File: config.mk
export PLATFORM = sky130hd
export DESIGN_NAME = led_display_arbiter_flat
export DESIGN_NICKNAME = d
export VERILOG_FILES = /design/src/rtl/led_display_arbiter_if.sv /design/src/rtl/led_display_arbiter.sv /design/src/flat_wrapper.sv
export SDC_FILE = /design/constraint.sdc
export NUM_CORES = 1
export LEC_CHECK = 0
export ABC_CLOCK_PERIOD_IN_PS = 6300
export BUFFER_PORTS_ARGS = -buffer_cell sky130_fd_sc_hd__buf_2
export CAP_MARGIN = 20
export CORE_MARGIN = 2
export CORE_UTILIZATION = 45
export CTS_CLUSTER_SIZE = 30
export DETAILED_ROUTE_END_ITERATION = 16
export PLACE_DENSITY = 0.76
export SYNTH_ARGS = -nofsm -noshare
export SYNTH_HDL_FRONTEND = slang
export SYNTH_SLANG_ARGS = --single-unit
File: constraint.sdc
create_clock -name CLK -period 6.3 [get_ports CLK]
set_input_delay 0.63 -clock CLK [delete_from_list [all_inputs] [get_ports CLK]]
set_output_delay 0.63 -clock CLK [all_outputs]
set_load 0.02 [all_outputs]
File: src/rtl/led_display_arbiter_if.sv
// Requester-side and led_matrix-side signals of the LED display arbiter.
// The master drives requests and frame ticks; the slave is the arbiter.
interface led_display_arbiter_if;
  logic        FRAME_TICK;
  logic        REQ0;
  logic [31:0] DATA0;
  logic        REQ1;
  logic [31:0] DATA1;
  logic        GNT0;
  logic        GNT1;
  logic        ACK0;
  logic        ACK1;
  logic [31:0] DATA;
  logic [3:0]  INTENSITY;
  logic        BUSY;

  modport master (
    output FRAME_TICK, REQ0, DATA0, REQ1, DATA1,
    input  GNT0, GNT1, ACK0, ACK1, DATA, INTENSITY, BUSY
  );

  modport slave (
    input  FRAME_TICK, REQ0, DATA0, REQ1, DATA1,
    output GNT0, GNT1, ACK0, ACK1, DATA, INTENSITY, BUSY
  );
endinterface

File: src/rtl/led_display_arbiter.sv
// Round-robin owner of one LED matrix shared by two requesters. All updates happen on
// FRAME_TICK cycles only; ownership changes cross-fade through intensity zero.
module led_display_arbiter #(
  parameter int unsigned HOLD_FRAMES      = 200,
  parameter int unsigned FADE_STEP_FRAMES = 4,
  parameter int unsigned MAX_INTENSITY    = 15
) (
  input logic                  CLK,
  input logic                  RSTN,
  led_display_arbiter_if.slave bus
);

  localparam int unsigned HoldW  = $clog2(HOLD_FRAMES + 1);
  localparam int unsigned FrameW = $clog2(FADE_STEP_FRAMES + 1);

  localparam logic [HoldW-1:0]  HoldMax = HoldW'(HOLD_FRAMES);
  localparam logic [FrameW-1:0] StepCnt = FrameW'(FADE_STEP_FRAMES);
  localparam logic [3:0]        MaxInt  = 4'(MAX_INTENSITY);

  typedef enum logic [1:0] {StIdle, StFadeIn, StShow, StFadeOut} state_e;

  state_e            state_q, state_d;
  logic [31:0]       data_q, data_d;
  logic [3:0]        intensity_q, intensity_d;
  logic [1:0]        gnt_q, gnt_d;
  logic [1:0]        ack_q, ack_d;
  logic              owner_q, owner_d;
  logic              last_q, last_d;
  logic [FrameW-1:0] frame_q, frame_d;
  logic [HoldW-1:0]  hold_q, hold_d;

  logic [1:0]        req;
  logic              own_req;
  logic              oth_req;
  logic [FrameW-1:0] frame_inc;
  logic              step;
  logic              load;
  logic              load_sel;

  assign req       = {bus.REQ1, bus.REQ0};
  assign own_req   = req[owner_q];
  assign oth_req   = req[~owner_q];
  assign frame_inc = frame_q + FrameW'(1);
  assign step      = (frame_inc == StepCnt);

  always_comb begin
    state_d     = state_q;
    data_d      = data_q;
    intensity_d = intensity_q;
    gnt_d       = gnt_q;
    ack_d       = 2'b00;
    owner_d     = owner_q;
    last_d      = last_q;
    frame_d     = frame_q;
    hold_d      = hold_q;
    load        = 1'b0;
    load_sel    = owner_q;

    if (bus.FRAME_TICK) begin
      case (state_q)
        StIdle: begin
          if (|req) begin
            load        = 1'b1;
            // Tie goes to the requester that did not win last time
            load_sel    = (&req) ? ~last_q : req[1];
            intensity_d = 4'd0;
            frame_d     = '0;
            hold_d      = '0;
            state_d     = StFadeIn;
          end
        end

        StFadeIn: begin
          frame_d = frame_inc;
          if (step) begin
            frame_d = '0;
            if (({1'b0, intensity_q} + 5'd1) >= {1'b0, MaxInt}) begin
              intensity_d = MaxInt;
              hold_d      = '0;
              state_d     = StShow;
            end else begin
              intensity_d = intensity_q + 4'd1;
            end
          end
        end

        StShow: begin
          if (own_req) begin
            load     = 1'b1;
            load_sel = owner_q;
          end
          if (hold_q != HoldMax) begin
            hold_d = hold_q + HoldW'(1);
          end
          // An abandoned display is handed over at once; a held one only after hold
          if (oth_req && (!own_req || (hold_q == HoldMax))) begin
            frame_d = '0;
            state_d = StFadeOut;
          end
        end

        StFadeOut: begin
          if (intensity_q == 4'd0) begin
            if (oth_req || own_req) begin
              load     = 1'b1;
              load_sel = oth_req ? ~owner_q : owner_q;
              frame_d  = '0;
              hold_d   = '0;
              state_d  = StFadeIn;
            end else begin
              gnt_d   = 2'b00;
              state_d = StIdle;
            end
          end else begin
            frame_d = frame_inc;
            if (step) begin
              frame_d     = '0;
              intensity_d = intensity_q - 4'd1;
            end
          end
        end

        default: state_d = StIdle;
      endcase
    end

    if (load) begin
      data_d  = load_sel ? bus.DATA1 : bus.DATA0;
      ack_d   = load_sel ? 2'b10 : 2'b01;
      gnt_d   = load_sel ? 2'b10 : 2'b01;
      owner_d = load_sel;
      last_d  = load_sel;
    end
  end

  always_ff @(posedge CLK) begin
    if (!RSTN) begin
      state_q     <= StIdle;
      data_q      <= '0;
      intensity_q <= '0;
      gnt_q       <= '0;
      ack_q       <= '0;
      owner_q     <= 1'b0;
      last_q      <= 1'b1;
      frame_q     <= '0;
      hold_q      <= '0;
    end else begin
      state_q     <= state_d;
      data_q      <= data_d;
      intensity_q <= intensity_d;
      gnt_q       <= gnt_d;
      ack_q       <= ack_d;
      owner_q     <= owner_d;
      last_q      <= last_d;
      frame_q     <= frame_d;
      hold_q      <= hold_d;
    end
  end

  assign bus.GNT0      = gnt_q[0];
  assign bus.GNT1      = gnt_q[1];
  assign bus.ACK0      = ack_q[0];
  assign bus.ACK1      = ack_q[1];
  assign bus.DATA      = data_q;
  assign bus.INTENSITY = intensity_q;
  assign bus.BUSY      = (state_q == StFadeIn) || (state_q == StFadeOut);

endmodule

File: src/flat_wrapper.sv
// flat-port wrapper written by rule: the top's interface ports become plain ports
module led_display_arbiter_flat 
#(
  parameter int unsigned HOLD_FRAMES      = 200,
  parameter int unsigned FADE_STEP_FRAMES = 4,
  parameter int unsigned MAX_INTENSITY    = 15
)
  (CLK, RSTN, bus_FRAME_TICK, bus_REQ0, bus_DATA0, bus_REQ1, bus_DATA1, bus_GNT0, bus_GNT1, bus_ACK0, bus_ACK1, bus_DATA, bus_INTENSITY, bus_BUSY);
  led_display_arbiter_if bus_i ();
  input logic CLK;
  input logic RSTN;
  input wire logic [$bits(bus_i.FRAME_TICK)-1:0] bus_FRAME_TICK;
  input wire logic [$bits(bus_i.REQ0)-1:0] bus_REQ0;
  input wire logic [$bits(bus_i.DATA0)-1:0] bus_DATA0;
  input wire logic [$bits(bus_i.REQ1)-1:0] bus_REQ1;
  input wire logic [$bits(bus_i.DATA1)-1:0] bus_DATA1;
  output wire logic [$bits(bus_i.GNT0)-1:0] bus_GNT0;
  output wire logic [$bits(bus_i.GNT1)-1:0] bus_GNT1;
  output wire logic [$bits(bus_i.ACK0)-1:0] bus_ACK0;
  output wire logic [$bits(bus_i.ACK1)-1:0] bus_ACK1;
  output wire logic [$bits(bus_i.DATA)-1:0] bus_DATA;
  output wire logic [$bits(bus_i.INTENSITY)-1:0] bus_INTENSITY;
  output wire logic [$bits(bus_i.BUSY)-1:0] bus_BUSY;
  assign bus_i.FRAME_TICK = bus_FRAME_TICK;
  assign bus_i.REQ0 = bus_REQ0;
  assign bus_i.DATA0 = bus_DATA0;
  assign bus_i.REQ1 = bus_REQ1;
  assign bus_i.DATA1 = bus_DATA1;
  assign bus_GNT0 = bus_i.GNT0;
  assign bus_GNT1 = bus_i.GNT1;
  assign bus_ACK0 = bus_i.ACK0;
  assign bus_ACK1 = bus_i.ACK1;
  assign bus_DATA = bus_i.DATA;
  assign bus_INTENSITY = bus_i.INTENSITY;
  assign bus_BUSY = bus_i.BUSY;
  led_display_arbiter #(.HOLD_FRAMES(HOLD_FRAMES), .FADE_STEP_FRAMES(FADE_STEP_FRAMES), .MAX_INTENSITY(MAX_INTENSITY)) u_core (.CLK(CLK), .RSTN(RSTN), .bus(bus_i));
endmodule
# Yosys cells after proc, flatten, opt, wreduce, memory -nomap -nowiden
# Index checks and enable logic that the tools add are counted.
# word_totals
word_cells	105
output_inout_bits	41
inputBits	69
reg_bits	55
# classes
reduce_logical	19
magnitude_cmp	3
n_mux	50
n_addsub	5
eq_ne	17
bitwise	2
# op_table
operator	n
8-bit 2-to-1 mux	6
32-bit 2-to-1 mux	1
8-bit case mux with 4 select lines	1
2-bit 2-to-1 mux	11
4-bit 2-to-1 mux	5
2-bit by 1-bit != test with 1-bit output, second input constant	9
1-bit 2-to-1 mux	16
3-bit 2-to-1 mux	5
3-bit case mux with 4 select lines	1
4-bit case mux with 3 select lines	1
6-bit AND reduction	2
8-bit by 1-bit adder with 8-bit output, second input constant	1
8-bit == test, second input constant	1
8-bit != test, second input constant	1
2-bit case mux with 4 select lines	1
4-bit AND reduction	2
7-bit AND reduction	1
2-bit nonzero test	3
4-bit by 1-bit adder with 5-bit output, second input constant	1
5-bit by 4-bit greater-or-equal comparator with 1-bit output, second input constant	1
4-bit by 1-bit adder with 4-bit output, second input constant	1
2-bit == test, second input constant	2
4-bit zero test	1
1-bit by 2-bit less-than comparator with 1-bit output, second input constant	2
16 further kinds	20

# Longest topological paths before layout
# depth
ltp_word	10
depth_mapped	10

# Least setup slack after synthesis
# OpenSTA, ideal clock, no wires.
# synth_timing
kind	reg2reg
from	register u_core.intensity_q[0] (netlist: u_core.bus.INTENSITY[0])
to	register u_core.hold_q[4]
setup_time_ns	0.070
synth_period_minus_slack_ns	2.252
t_arrival_ns	2.182
stages_incl_launch_ff	9
t_required_ns	6.230
slack_ns	4.048
cell_sequence	dfxtp_1 -> inv_1 -> ha_1 -> o21ai_0 -> a21oi_1 -> o21ai_0 -> a21o_1 -> or4_1 -> a21oi_1
# synth_via
elab_chain_cells	4
elab_cells_between_ends	6
cone_classes	add/sub: 1; order compare: 1; eq/ne: 2; reduce/logical: 2
# synth_rtl
element	line	source
start: declaration	led_display_arbiter.sv:24	logic [3:0] intensity_q, intensity_d;
start signal: assignment	led_display_arbiter.sv:150	intensity_q <= intensity_d;
4-bit by 1-bit adder with 5-bit output	led_display_arbiter.sv:77	if (({1'b0, intensity_q} + 5'd1) >= {1'b0, MaxInt}) begin
5-bit by 4-bit greater-or-equal comparator with 1-bit output	led_display_arbiter.sv:77	
2-bit by 1-bit != test with 1-bit output (no line)	n/a	
7-bit AND reduction (no line) *	n/a	
end signal: assignment	led_display_arbiter.sv:156	hold_q <= hold_d;
end: declaration	led_display_arbiter.sv:30	logic [HoldW-1:0] hold_q, hold_d;
# Mark *: on every way between the ends. The rest lies on a longest branch, timed or not.
# A chain may end at the register's enable or synchronous reset.

# Worst setup path in the final report
# layout_timing
from	register u_core.intensity_q[0] (netlist: u_core.bus.INTENSITY[0])
to	register u_core.data_q[7] (netlist: u_core.bus.DATA[7])
# layout_via
elab_chain_cells	5
elab_cells_between_ends	8
cone_classes	mux: 7; reduce/logical: 1
# layout_rtl
element	line	source
4-bit zero test *	led_display_arbiter.sv:103	if (intensity_q == 4'd0) begin
1-bit 2-to-1 mux	led_display_arbiter.sv:103	
1-bit case mux with 2 select lines	led_display_arbiter.sv:60	case (state_q)
1-bit 2-to-1 mux	led_display_arbiter.sv:59	if (bus.FRAME_TICK) begin
32-bit 2-to-1 mux	led_display_arbiter.sv:128	data_d = load_sel ? bus.DATA1 : bus.DATA0;
end signal: assignment	led_display_arbiter.sv:149	data_q <= data_d;
end: declaration	led_display_arbiter.sv:23	logic [31:0] data_q, data_d;
# Marks and branches as above.

==> results list <==
- After floorplanning, the core was sized to cover 6314 µm².
* Synthesized-area fraction occupied by xor and xnor cells: 0.6019%
* Max-capacitance violation count: 0
- Number of remaining DRC errors: 0
- Adder and majority cell fraction of the synthesized area: 5.589%
- In this run, synthesis produced a sequential element count of 55.
- P&R area growth vs syn: 23.90%
* Fraction of layout cells with a size suffix above 1: 30.68%
- Netlist Area Pre-Place: 2910 µm²
- Multiplexer share of the synthesized area: 11.35%
- The analysis attributes to cell leakage a power of 1.723 nW.
- Total die area: 7127 µm²
- Setup repair after global routing left no endpoint under its margin.
* CTS tree: done
- The critical path is of the register to register type.
- Measured along the x axis, the die boundary spans 84.42 µm.
- Endpoint of the most critical register-to-register path: u_core.bus.DATA[7]
- Clock latency on the worst-skew pair, taken at its later pin, is 0.31 ns.
- Required time at the worst-slack endpoint: 6.50 ns
- Sequential-to-total area share from yosys stat: 37.83%
- Post-Route Utilization: 57.11%
- The worst setup path is launched from a register.
- Measured slew at the worst slew-check pin: 0.6822 ns
- For this run, the detailed router's first-pass iteration total came to 4.
- Drt first-iter violations: 169
* Detail-routed via count per cell: 5.534
- Of all nets on the critical path, the largest fanout is 34.
- Hold Path Class: register to register
* Final setup violation count: 0
- Clock-pin transition on the worst setup and hold timing paths: 0.10 ns
- The first global-routing pass estimated 11,500 µm of wire.
* Number of H-tree branching levels: 2
- Final Cycle Share: 41.24%
- Relative slew margins: 54.17%
- Entering global routing, the biggest net connects 35 pins.
- Max-slew violation count: 0
* Total global-route track usage: 19.56%
* Worst reg2reg path startpoint: u_core.bus.INTENSITY[0]
- Excluding fillers, the count of instances in the completed layout stands at 491.
- Most instantiated flip-flop cell in the synthesis netlist: sky130_fd_sc_hd__dfxtp_1
- Async set or reset register ratio after synthesis: 0%
- Summing the areas of all compound-gate instances in the mapped netlist gives 23.43% of the synthesized area.
* Shortest period the worst path allows: 2.598 ns
- After detailed placement, the design holds a cell count of 482.
* Net Count, Synth: 394
- The run finished with clean final reports.
- Max incr delay on CP: 0.46 ns
- Hold Path Depth: 1
- Number of resized instances in the post-cts repair step: 0
* Last weighted congestion value of the routability-driven placer: 0.8939
- The synthesized netlist devotes 15.35% of its cell area to simple gates.
- Final Hold Viols: 0
* Largest area contributor in the synthesized netlist: sky130_fd_sc_hd__dfxtp_1
* Share of the synthesized area in the top cell type: 37.83%
- Walking the worst path, the cells encountered are inv_1, ha_1, or3b_1, o21ai_1, nand4_1, o21ai_4, buf_4, mux2i_1, o2bb2ai_1.
- For the worst flop-to-flop path, the logic depth is 9.
- Vertical extent of the die: 84.42 µm
- Counting flops with a built-in enable in the synthesized netlist gives 0.
- At the end of the flow, the number of nets in the layout was 495.
- For the final routed database, the setup TNS stands at 0 ns.
- Dominant combinational cell family by area after synthesis: compound AO/OA/AOI/OAI gates
* Initial Utilization: 46.10%
* Setup slack of the most critical reg-to-reg path: 3.70 ns
- YS warnings: 0
- A synthesized cell averages 9.328 µm².
* Overall Power: 1.044 mW
- The number of antenna violations at the first check in global routing is 0.
* Via count of the first global-routing pass: 2,538
* VDD IR-drop max: 0.1659 mV
- After global routing the overflow that remains totals 0.
- TritonCTS created 5 clock buffers.
- Final hold analysis gives a worst-case slack of 0.4648 ns.
- Antenna diode count: 0
- The worst hold path begins at u_core.bus.DATA[24].
- Number of top-level design ports: 110
- Standard-cell row count: 29
- Buffer levels on the longest clock path: 2
- The worst setup path is captured at a register.
* Port buffer count: 109
- The netlist uses 50 different library cells.
* Wire length per cell: 14.56 µm
- The largest individual stage delay along the critical path comes from the cell sky130_fd_sc_hd__buf_4.
- Summing over every cut layer, the via total after detailed routing is 2,717.
- The count of nets left with antenna violations once routing finished came out at 0.
- By area the synthesized netlist is led by sky130_fd_sc_hd__dfxtp_1 38%, sky130_fd_sc_hd__mux2i_1 11%, sky130_fd_sc_hd__o2bb2ai_1 9.6%.
- STA puts the critical path data arrival time at 2.80 ns.
* Clk_skew: 0.004919 ns
* Cell at the root of the clock tree: sky130_fd_sc_hd__clkbuf_8
* Placed wire-length estimate after detailed placement: 5316 µm
- Post-CTS Repair Setup Buffers: 0
- Post-synthesis cell count: 312
* Total detailed-routing wirelength: 7147 µm
- Areal power density over the cells: 289.4 nW/µm²
- Based on the critical path, the design can be clocked at up to 384.9 MHz.
- # clock sinks: 55
- The number of hold buffers added after CTS was 0.
* Hold EP: u_core.bus.DATA[24]
## through the flow
step	area, µm²	setup WS (ns)
2_1_floorplan	2910	4.048
3_3_place_gp	3467	3.742
3_5_place_dp	3467	3.600
4_1_cts	3578	3.590
5_1_grt	3606	3.488
6_report	3606	3.702
## power breakdown
part | switching [mW] | internal (mW)
combinational | 0.227 | 0.155
sequential | 0.0332 | 0.393
clock | 0.116 | 0.120
## how the worst max path moves through the flow
stage / slack [ns] / start / depth (start not counted) / endpoint
after floorplan: 4.05 / u_core.bus.INTENSITY[0] / 8 / u_core.hold_q[4]
after global placement: 3.74 / u_core.state_q[1] / 7 / u_core.bus.DATA[21]
after detailed placement: 3.60 / u_core.state_q[1] / 7 / u_core.bus.DATA[1]
after CTS: 3.59 / u_core.state_q[1] / 7 / u_core.bus.DATA[23]
after global routing: 3.49 / u_core.bus.INTENSITY[0] / 8 / u_core.hold_q[0]
final: 3.70 / u_core.bus.INTENSITY[0] / 9 / u_core.bus.DATA[7]
## per-layer routing
metal,track usage (%),wire (µm),vias up
met3,4.228,304,13
met1,24.11,3078,1277
met2,32.97,3609,73
met4,8.514,155,0
li1,-,-,1354
met5,0,0,-
## sequential cells by signal, summed over array words and instances, names as in the netlist
name and count:
u_core.frame_q 3, u_core.ack_q 2, u_core.last_q 1, u_core.bus.DATA 32
u_core.hold_q 8, u_core.state_q 2, u_core.bus.INTENSITY 4, u_core.gnt_q 2
u_core.owner_q 1
## layout by cell type, fill, tap and decap left out, types with 9 or more instances in the layout
| cell | count |
|---|---|
| sky130_fd_sc_hd__buf_2 | 109 |
| sky130_fd_sc_hd__dfxtp_1 | 55 |
| sky130_fd_sc_hd__mux2i_1 | 33 |
| sky130_fd_sc_hd__o2bb2ai_1 | 32 |
| sky130_fd_sc_hd__nand2_1 | 23 |
| sky130_fd_sc_hd__a21oi_1 | 21 |
| sky130_fd_sc_hd__nor2_1 | 18 |
| sky130_fd_sc_hd__inv_1 | 15 |
| sky130_fd_sc_hd__o21ai_0 | 14 |
| sky130_fd_sc_hd__ha_1 | 13 |
| sky130_fd_sc_hd__nand3_1 | 9 |
## kinds of logic (layout without fill, tap and decap cells)
group | Yosys count | after routing
XOR/XNOR | 2 | 2
adder cells (fa/ha/maj) | 13 | 13
AND/OR/NAND/NOR | 82 | 82
AO/OA/AOI/OAI | 94 | 94
multiplexers | 33 | 33
flip-flops | 55 | 55
buffers and inverters | 33 | 135
## synthesized netlist by cell type (2+ instances only)
cell,number
sky130_fd_sc_hd__a221oi_1,2
sky130_fd_sc_hd__a21oi_1,21
sky130_fd_sc_hd__nand2b_1,5
sky130_fd_sc_hd__nand3_1,9
sky130_fd_sc_hd__inv_1,15
sky130_fd_sc_hd__buf_2,4
sky130_fd_sc_hd__nor2b_1,2
sky130_fd_sc_hd__o21ai_0,14
sky130_fd_sc_hd__nor3b_2,2
sky130_fd_sc_hd__o21ai_1,2
sky130_fd_sc_hd__or3b_1,3
sky130_fd_sc_hd__nand3b_1,4
sky130_fd_sc_hd__mux2i_1,33
sky130_fd_sc_hd__dfxtp_1,55
sky130_fd_sc_hd__buf_6,5
sky130_fd_sc_hd__nand2_1,23
sky130_fd_sc_hd__or4_1,5
sky130_fd_sc_hd__o31ai_1,4
sky130_fd_sc_hd__a211oi_1,3
sky130_fd_sc_hd__nor2_1,19
sky130_fd_sc_hd__o2bb2ai_1,32
sky130_fd_sc_hd__clkbuf_1,8
sky130_fd_sc_hd__or3_1,3
sky130_fd_sc_hd__ha_1,13
## critical path, delay by kind of cell, from the launching register on
family | cells | cell delay [ns]
AO/OA/AOI/OAI | 3 | 0.35
adder cells (fa/ha/maj) | 1 | 0.21
buffers and inverters | 2 | 0.63
flip-flops | 1 | 0.39
multiplexers | 1 | 0.32
AND/OR/NAND/NOR | 2 | 0.57
## layout make-up
class	count	area, µm²
Fill cell	593	2708
Multi-Input combinational cell	224	1653
Sequential cell	55	1101
Timing Repair Buffer	112	588.1
Tap cell	77	96.34
Clock buffer	6	72.57
Inverter	15	56.30
Clock inverter	2	38.79
(Power assumes the default switching activity.)
